--- config.mk ---
export PLATFORM = sky130hd
export DESIGN_NAME = inst_fetch_queue
export DESIGN_NICKNAME = d
export VERILOG_FILES = /design/src/rtl/inst_fetch_queue.sv
export SDC_FILE = /design/constraint.sdc
export NUM_CORES = 1
export LEC_CHECK = 0
export BUFFER_PORTS_ARGS = -buffer_cell sky130_fd_sc_hd__buf_2
export CAP_MARGIN = 5
export CORE_ASPECT_RATIO = 1.2
export CORE_MARGIN = 2
export CORE_UTILIZATION = 50
export CTS_BUF_LIST = sky130_fd_sc_hd__clkbuf_8
export CTS_CLUSTER_DIAMETER = 60
export DETAILED_ROUTE_END_ITERATION = 16
export PLACE_DENSITY = 0.81
export SYNTH_ARGS = -nofsm -noshare
export SYNTH_HDL_FRONTEND = slang
export SYNTH_SLANG_ARGS = --single-unit
export TNS_END_PERCENT = 30
--- constraint.sdc ---
create_clock -name clk_i -period 11.3 [get_ports clk_i]
set_clock_uncertainty 0.15 [all_clocks]
set_input_delay 2.825 -clock clk_i [delete_from_list [all_inputs] [get_ports clk_i]]
set_output_delay 2.825 -clock clk_i [all_outputs]
set_load 0.1 [all_outputs]
--- src/rtl/inst_fetch_queue.sv ---
// inst_fetch_queue: circular FIFO of fetched instructions between fetch and decode.
//   Fetch side : enq_valid_i / enq_ready_o handshake carrying pc, inst and prediction.
//   Decode side: head entry on inst1_o/pc_o/pred_*_o; advances when deq_valid_o & ~stall_ID.
//   kill_IF flushes everything at the next edge; reset_i is async active-low.
//   count_o reports the number of valid entries.
module inst_fetch_queue #(
  parameter int DEPTH    = 4,
  parameter int ADDR_LEN = 32,
  parameter int INSN_LEN = 32,
  parameter int CNT_W    = $clog2(DEPTH) + 1
) (
  input  logic                clk_i,
  input  logic                reset_i,
  input  logic                enq_valid_i,
  output logic                enq_ready_o,
  input  logic [ADDR_LEN-1:0] enq_pc_i,
  input  logic [INSN_LEN-1:0] enq_inst_i,
  input  logic                enq_pred_taken_i,
  input  logic [ADDR_LEN-1:0] enq_pred_addr_i,
  input  logic                kill_IF,
  input  logic                stall_ID,
  output logic                deq_valid_o,
  output logic [INSN_LEN-1:0] inst1_o,
  output logic [ADDR_LEN-1:0] pc_o,
  output logic                pred_taken_o,
  output logic [ADDR_LEN-1:0] pred_addr_o,
  output logic [CNT_W-1:0]    count_o
);
  localparam int PW = $clog2(DEPTH);
  logic [ADDR_LEN-1:0] pc_mem [DEPTH];
  logic [INSN_LEN-1:0] inst_mem [DEPTH];
  logic                pt_mem [DEPTH];
  logic [ADDR_LEN-1:0] pa_mem [DEPTH];
  logic [PW-1:0]       head_q, head_d, tail_q, tail_d;
  logic [CNT_W-1:0]    count_q, count_d;
  logic                enq_fire, deq_fire;
  // ready/valid depend only on registered count: no stall_ID-to-ready path
  assign enq_ready_o = count_q != CNT_W'(DEPTH);
  assign deq_valid_o = count_q != '0;
  assign count_o     = count_q;
  assign enq_fire    = enq_valid_i & enq_ready_o & ~kill_IF;
  assign deq_fire    = deq_valid_o & ~stall_ID;
  // empty queue presents a bubble (addi x0,x0,0) so decode never sees garbage
  assign inst1_o      = deq_valid_o ? inst_mem[head_q] : INSN_LEN'(32'h0000_0013);
  assign pc_o         = deq_valid_o ? pc_mem[head_q] : '0;
  assign pred_taken_o = deq_valid_o & pt_mem[head_q];
  assign pred_addr_o  = deq_valid_o ? pa_mem[head_q] : '0;
  always_comb begin
    head_d  = kill_IF ? '0 : head_q + PW'(deq_fire);
    tail_d  = kill_IF ? '0 : tail_q + PW'(enq_fire);
    count_d = kill_IF ? '0 : count_q + CNT_W'(enq_fire) - CNT_W'(deq_fire);
  end
  always_ff @(posedge clk_i or negedge reset_i) begin
    if (!reset_i) begin
      head_q  <= '0;
      tail_q  <= '0;
      count_q <= '0;
    end else begin
      head_q  <= head_d;
      tail_q  <= tail_d;
      count_q <= count_d;
    end
  end
  always_ff @(posedge clk_i) begin
    if (enq_fire) begin
      pc_mem[tail_q]   <= enq_pc_i;
      inst_mem[tail_q] <= enq_inst_i;
      pt_mem[tail_q]   <= enq_pred_taken_i;
      pa_mem[tail_q]   <= enq_pred_addr_i;
    end
  end
endmodule

==> reports/metrics.cfg, run 1 <==
[timing]
whs_ns=0.518
fin_crit_sh_pct=54.8
fmax_mhz=162
fin_crit_ns=6.19
rsz0062_at_grt=false
setup_ws_ns=5.11
setup_viol=0
worst_slew_pin_slew_ns=1.13
relSlewSlack_pct=24.4
drv_slew=0
hold_viol_final=0

[routing]
drtAntennaViolNets=0
wire_per_inst_um=21.2
drc=0
wl_um=28300
drt_first_pass_iters=5
viasPerCell=5.38
dr_total_vias=7181
drtIter0Drc=447

[clock_tree]
cts.repair.resized=0
cts.clk_slew.worst_paths_ns=0.07
cts_tree=done
ctsHoldBuffers=0
clock_latency_ns=0.59
root_buffer=clkbuf_8
cts_buffers=57
cts.sinks=395
post_cts_buffers=0
htree_levels=2
clk_path_buf_depth=3

[yosys]
synth.distinct_cells=25
ys_warn_count=0
ys_seq_area_share_pct=78.6
ys_ff_latch=395
avgSynthCellArea_um2=23.1
syn_nets=757
syn_area_mm2=0.0150
synth_cells=650

[critical_path]
rrSetupSlack_ns=8.30
rr_worst_depth=9
crit_path_end_kind=output pin
worstSetupPathType=reg -> out
worstReg2RegStart=count_o[1]$_DFF_PN0_
cp_data_arrival_time_ns=3.21
start_kind=flop
r2r-end=count_o[2]$_DFF_PN0_
crit_fanout=51
cp.required_ns=8.33

[finish]
nFillCells=2090
seq_area_mm2=0.0118
fin_area_mm2=0.0176
syn_to_final_growth_pct=17.2
final_layout_size_suffix_gt1_share_pct=42.5
finalNetCount=999
fin_cells=1334
multi_input_area_mm2=0.00304

[die]
io-pin-count=204
initial_utilization_pct=50.8
rows=69
die-area_mm2=0.0315
die_h_um=194
core_mm2=0.0296
die_w_um=162

[global_routing]
grt_first_pass_wirelength_um=43600
antenna_found_initial=11
grtUsageTotal_pct=18.5
grt_max_degree=54
first_global_vias=7814
grt-ovfl-total=0

[placement]
hpwl_um=16200
place_ws_ns=5.67
gp_congestion=0.707
dp.cells=1223
place_area_mm2=0.0165
numPortBuffers=203

[hold_path]
whs_path_depth=2
min_path_type=reg -> reg
holdPathEnd=tail_q[1]$_DFF_PN0_
hold_start=tail_q[1]$_DFF_PN0_

[outcome]
status=complete, no violations

[flow_run]
drv_cap=0

[kinds of logic (layout without fill, tap and decap cells)]
family / Yosys count / count (layout) / synth area share [%]
flops: 395 / 395 / 78.6
simple gates: 114 / 114 / 4.73
mux: 97 / 97 / 14.5
buf+inv: 36 / 323 / 1.39
fa+ha+maj: 5 / 5 / 0.466
xor+xnor: 3 / 3 / 0.266
other cells: 0 / 7 / 0
[per-stage QoR]
step | setup TNS [ns] | util (%)
final | 0 | 59.6
after global routing | 0 | 59.5
after CTS | 0 | 59.5
after detailed placement | 0 | 55.7
after global placement | 0 | 55.7
after floorplan | -877.47 | -
[state kept, by name (all words and copies together) (netlist names)]
name	count
tail_q	2
pt_mem	4
head_q	2
pc_mem	128
inst_mem	128
pa_mem	128
count_o	3
[cell usage after synthesis, drive strengths merged]
cell	instances	share of area, %
dfrtp	7	1.2
fa	1	0.13
nor4bb	1	0.067
inv	4	0.10
mux4	97	15
nor4b	2	0.12
and2	94	3.9
nor3	1	0.067
nor2	6	0.15
ha	4	0.33
nor4	1	0.042
clkbuf	16	0.40
nor2b	3	0.12
buf	16	0.89
nor3b	1	0.050
edfxtp	388	77
xnor2	2	0.12
or2	4	0.17
xnor3	1	0.15
nand2b	1	0.042
[routing by layer]
layer,GRT usage [%],share of wire (%),vias up
met5,0,0.12,-
met4,7.70,3.0,6
met3,5.39,7.4,63
met2,32.0,52,260
met1,21.6,37,3688
li1,-,-,3164
[layout make-up]
class                   count  share of cell area (%)
well taps                 390                    2.77
flip-flops and latches    395                    67.1
clock inverters            45                    1.82
multi-input cells         219                    17.2
repair buffers            215                    6.27
clock buffers              59                    4.60
diodes                      7                  0.0993
inverters                   4                  0.0851
[worst max-delay path, stage by stage, from the launching register on]
cell and delay (ns):
dfrtp_4 0.89, buf_4 0.76, mux4_2 0.40, or2_1 0.23
buf_2 0.30
[placed cells by master, fill, tap and decap left out, types with 3 or more instances in the layout]
| cell | Yosys | routed |
|---|---|---|
| edfxtp_1 | 388 | 388 |
| buf_2 | 10 | 203 |
| mux4_2 | 97 | 97 |
| and2_1 | 94 | 94 |
| clkbuf_8 | 0 | 59 |
| inv_1 | 4 | 17 |
| clkinv_1 | 0 | 13 |
| buf_4 | 1 | 12 |
| clkinv_2 | 0 | 11 |
| diode_2 | 0 | 7 |
| nor2_1 | 6 | 6 |
| bufinv_16 | 0 | 5 |
| dfrtp_1 | 7 | 5 |
| ha_1 | 4 | 4 |
| nor2b_1 | 3 | 3 |
| or2_1 | 3 | 3 |
[worst max path at each step]
stage                        startpoint                  endpoint  slack (ns)
global route        head_q[1]$_DFF_PN0_                  pc_o[29]        4.93
floorplan                       kill_IF  inst_mem[1][0]$_DFFE_PP_       -2.65
CTS                 head_q[1]$_DFF_PN0_                inst1_o[1]        4.99
detailed placement  head_q[1]$_DFF_PN0_                inst1_o[1]        5.67
finish              head_q[1]$_DFF_PN0_                inst1_o[1]        5.11
global placement    head_q[1]$_DFF_PN0_                inst1_o[1]        5.66
Power of run 1 is left out: the tool's default activity adds up to more than one toggle a clock period on the data nets, which glitch-free logic cannot reach.
==> run 2, diff against run 1 <==
Clock period 11.3 ns to 5.1 ns, I/O delays scaled along.
==> run 2 against run 1 <==
Sequential share of layout area down 0.17 points. Critical path depth unchanged. Register-to-register slack worse by 5.8 ns. Setup slack got worse by 4.2 ns. Utilization increased by 0.16 points. Global-route usage about the same. First-iteration DRC count rose by 10%. Non-clock buffer count up 4. Cell count increased by 0.15%. Sequential cell count is the same. Via count is 1.2% higher. Design area increased by 0.27%. Critical endpoint is now inst1_o[4].
==> reports/metrics.cfg, run 2 (same netlist as run 1, synthesis figures left out) <==
[global_routing]
grt-ovfl-total=0
grt_first_pass_wirelength_um=43800
grtUsageTotal_pct=18.5
antenna_found_initial=2
grt_max_degree=57
first_global_vias=7974

[clock_tree]
post_cts_buffers=0
root_buffer=clkbuf_8
cts_tree=done
cts.sinks=395
cts.repair.resized=0
htree_levels=2
clock_latency_ns=0.58
cts_buffers=59
ctsHoldBuffers=0
clk_path_buf_depth=3
cts.clk_slew.worst_paths_ns=0.06

[outcome]
status=complete, no violations

[finish]
final_layout_size_suffix_gt1_share_pct=42.1
seq_area_mm2=0.0118
multi_input_area_mm2=0.00307
final_core_util_pct=59.7
syn_to_final_growth_pct=17.6
nFillCells=2073
layout_common_cells=388 x edfxtp_1, 203 x buf_2, 97 x mux4_2
finalNetCount=1005
final_common_cell=edfxtp_1
top_regs=inst_mem (128), pa_mem (128), pc_mem (128)

[die]
die_w_um=162
core_mm2=0.0296
initial_utilization_pct=50.8
die_h_um=194
rows=69
io-pin-count=204
die-area_mm2=0.0315

[timing]
fmax_mhz=240
fin_crit_sh_pct=81.9
worst_slew_pin_slew_ns=0.848
drv_slew=0
rsz0062_at_grt=false
fin_crit_ns=4.17
relSlewSlack_pct=43.5
finalSetupTns_ns=0
setup_viol=0
hold_viol_final=0

[critical_path]
crit_path_end_kind=output pin
cp_slowest_cell=dfrtp_4
start_kind=flop
cp.required_ns=3.67
cpPeakStageDelay_ns=0.64
worstSetupPathType=reg -> out
crit_fanout=22
crit_chain=buf_4, mux4_2, or2_1, buf_2
cp_data_arrival_time_ns=2.75

[routing]
drc=0
drtIter0Drc=493
wire_per_inst_um=21.5
viasPerCell=5.44
wl_um=28700
drtAntennaViolNets=0
dr_total_vias=7266
drt_first_pass_iters=4

[placement]
numPortBuffers=203
hpwl_um=17300
gp_congestion=0.688

[flow_run]
drv_cap=0

[hold_path]
min_path_type=in -> async

## run 2: stage by stage
stage / hold slack (ns) / instances / cell area [µm²] / worst slack [ns]
final: 0.376 / 1336 / 17700 / 0.925
after floorplan: 0.458 / 650 / 15100 / -0.187
after global placement: 0.500 / 1227 / 16600 / 1.47
after global routing: 0.346 / 1336 / 17700 / 0.735
after detailed placement: 0.520 / 1227 / 16600 / 1.46
after CTS: 0.330 / 1335 / 17700 / 0.805
## run 2: final timing paths
check | startpoint | to | slack [ns] | cells past startpoint
setup reg to reg | count_o[1]$_DFF_PN0_ | count_o[2]$_DFF_PN0_ | 2.50 | 9
hold / removal | reset_i | head_q[0]$_DFF_PN0_ | 0.38 | 1
setup / recovery | head_q[0]$_DFF_PN0_ | inst1_o[4] | 0.93 | 4
min in group clk_i | count_o[1]$_DFF_PN0_ | count_o[1]$_DFF_PN0_ | 0.52 | 2
max in group asynchronous | reset_i | count_o[1]$_DFF_PN0_ | 4.23 | 1
hold reg to reg | count_o[1]$_DFF_PN0_ | count_o[1]$_DFF_PN0_ | 0.52 | 2
## run 2: critical path: cells and delay by family, from the launching register on
family,cells,cell delay (ns)
AND/OR/NAND/NOR,1,0.22
buffers and inverters,2,0.75
multiplexers,1,0.55
flip-flops,1,0.64
## run 2: cell type report
cell class,count,area share (%)
Clock buffer,64,4.98
Inverter,4,0.0920
Timing Repair Buffer,219,6.71
Tap cell,390,2.76
Antenna cell,1,0.0142
Sequential cell,395,66.9
Multi-Input combinational cell,219,17.4
Clock inverter,44,1.12
## run 2: metal layers
| layer | share of wire, % | vias up | GRT usage [%] | wire, µm |
|---|---|---|---|---|
| li1 | - | 3171 | - | - |
| met1 | 37 | 3755 | 21.9 | 10600 |
| met2 | 54 | 282 | 33.0 | 15400 |
| met3 | 6.7 | 58 | 4.17 | 1920 |
| met4 | 2.5 | 0 | 6.65 | 716 |
| met5 | 0 | - | 0 | 0 |
Power of run 2 is left out for the same reason.
==> run 3, diff against run 2 <==
Settings changed: ABC_AREA from default to 1, PLACE_DENSITY 0.81 to 0.8.
Clock period 5.1 ns to 3.8 ns, I/O delays scaled along.
==> run 3 against run 2 <==
Register-to-register slack got worse by 1.5 ns. Largest cell class unchanged. Non-clock buffer count up 8. Critical path depth rose by 1.
==> reports/metrics.cfg, run 3 <==
[outcome]
status=complete, no violations

[timing]
drv_slew=0
setup_viol=0
whs_ns=0.410
finalSetupTns_ns=0
worst_slew_pin_slew_ns=0.582
fmax_mhz=271
rsz0062_at_grt=false
fin_crit_sh_pct=97.0
hold_viol_final=0
relSlewSlack_pct=61.2
fin_crit_ns=3.69

[yosys]
synth_commonest_cells=401 x nand2_1, 389 x inv_1, 388 x edfxtp_1, 197 x nand3_1, 96 x a21oi_1
synth.top_cell.area_share_pct=69.1
synthAdderAreaFrac_pct=0.415
ys_ff_latch=395
synth_mux_area_share_pct=0
synth.most_common_cell=nand2_1
async_flop_share_pct=1.77
synth_xor_area_share_pct=0.0519
syn_nets=1680
synthFlopType=edfxtp_1
synth_edf_count=388
synth_simple_gate_area_share_pct=15.1
synth_top_family_by_area=simple AND/OR/NAND/NOR gates
ys_warn_count=0
avgSynthCellArea_um2=10.7
synth.distinct_cells=18
synth_cells=1573
ys_seq_area_share_pct=70.1
synth_compound_area_share_pct=2.88
yosys.area.top_type=edfxtp_1
synth.area.top_cells=edfxtp_1 69%, nand2_1 8.9%, inv_1 8.7%
syn_area_mm2=0.0169

[finish]
seq_area_mm2=0.0118
final_common_cell=inv_1
fin_area_mm2=0.0196
syn_to_final_growth_pct=16.3
multi_input_area_mm2=0.00315
top_regs=inst_mem (128), pa_mem (128), pc_mem (128)
final_layout_size_suffix_gt1_share_pct=17.1
nFillCells=2589
layout_common_cells=412 x inv_1, 401 x nand2_1, 388 x edfxtp_1
finalNetCount=1895

[hold_path]
min_path_type=in -> reg

[routing]
drc=0
viasPerCell=4.97
drt_first_pass_iters=5
wire_per_inst_um=16.2
drtAntennaViolNets=0
drtIter0Drc=847
dr_total_vias=11400
wl_um=37100

[die]
die_w_um=172
die-area_mm2=0.0352
core_mm2=0.0332
die_h_um=205
rows=73
io-pin-count=204
initial_utilization_pct=50.9

[global_routing]
grt_max_degree=100
grt-ovfl-total=0
antenna_found_initial=12
grtUsageTotal_pct=21.0
first_global_vias=11700
grt_first_pass_wirelength_um=56800

[critical_path]
crit_path_end_kind=output pin
crit_fanout=50
worstSetupPathType=reg -> out
cp_data_arrival_time_ns=2.59
start_kind=flop
cp.required_ns=2.70

[clock_tree]
cts.sinks=395
cts_tree=done
root_buffer=clkbuf_8
clk_path_buf_depth=3
cts.clk_slew.worst_paths_ns=0.07
clock_latency_ns=0.59
cts_buffers=60
htree_levels=2

[placement]
place_area_mm2=0.0184
numPortBuffers=203
hpwl_um=21300
gp_congestion=0.775

[flow_run]
drv_cap=0

run 3: repair_timing:
| item | 4_1_cts | 5_1_grt |
|---|---|---|
| buffers inserted | 0 | 1 |
| cloned | 0 | 0 |
| setup endpoints to repair | 56 | 53 |
| gates resized for setup | 5 | 16 |
| pin swaps | 0 | 0 |
| endpoints found under the hold margin | 7 | 0 |
| hold buffers | 1 | 0 |
run 3: worst paths after layout:
kind	startpoint	to	slack, ns	cells after the start
worst max-delay path	head_q[1]$_DFF_PN0_	pred_addr_o[0]	0.11	5
worst min-delay path	enq_inst_i[10]	inst_mem[0][10]$_DFFE_PP_	0.41	1
worst max register to register	count_o[1]$_DFF_PN0_	count_o[2]$_DFF_PN0_	0.97	12
worst min register to register	tail_q[1]$_DFF_PN0_	tail_q[1]$_DFF_PN0_	0.44	2
max in group asynchronous	reset_i	head_q[0]$_DFF_PN0_	2.76	2
min in group asynchronous	reset_i	count_o[2]$_DFF_PN0_	0.56	2
run 3: critical path, stage by stage (launching register included):
cell and delay, ns:
dfrtp_4 0.50, clkinv_2 0.32, buf_12 0.34, nand3_1 0.11, a21oi_1 0.28, clkbuf_4 0.40
run 3: per-layer routing:
layer,part of all wire (%),global-route usage (%),vias up
met3,8.0,5.14,96
met5,0.094,0,-
li1,-,-,5446
met2,52,38.3,477
met1,36,22.1,5361
met4,3.8,11.4,6
run 3: logic make-up (layout without fill, tap and decap cells):
group,Yosys count,after routing
and+or+nand+nor,610,610
buffers and inverters,465,726
DFF,395,395
AOI/OAI and AO/OA,97,97
adders and majority gates,5,5
xor gates and xnor gates,1,1
other,0,9
run 3: per-stage QoR:
| stage | utilization [%] | setup WS (ns) | cells |
|---|---|---|---|
| final | 59.2 | 0.114 | 2293 |
| after global routing | 59.2 | 0.00552 | 2291 |
| after CTS | 59.0 | 0.0122 | 2283 |
| after detailed placement | 55.5 | 0.530 | 2174 |
| after global placement | 55.5 | 0.591 | 2174 |
| after floorplan | - | -0.172 | 1573 |
run 3: area by class of cell:
type	instances	share of cell area, %
clock inverters	47	1.38
multi-input cells	713	16.1
inverters	391	7.55
diodes	9	0.115
well taps	450	2.87
repair buffers	227	7.43
clock buffers	61	4.28
flip-flops and latches	395	60.3
Power of run 3 is left out for the same reason.
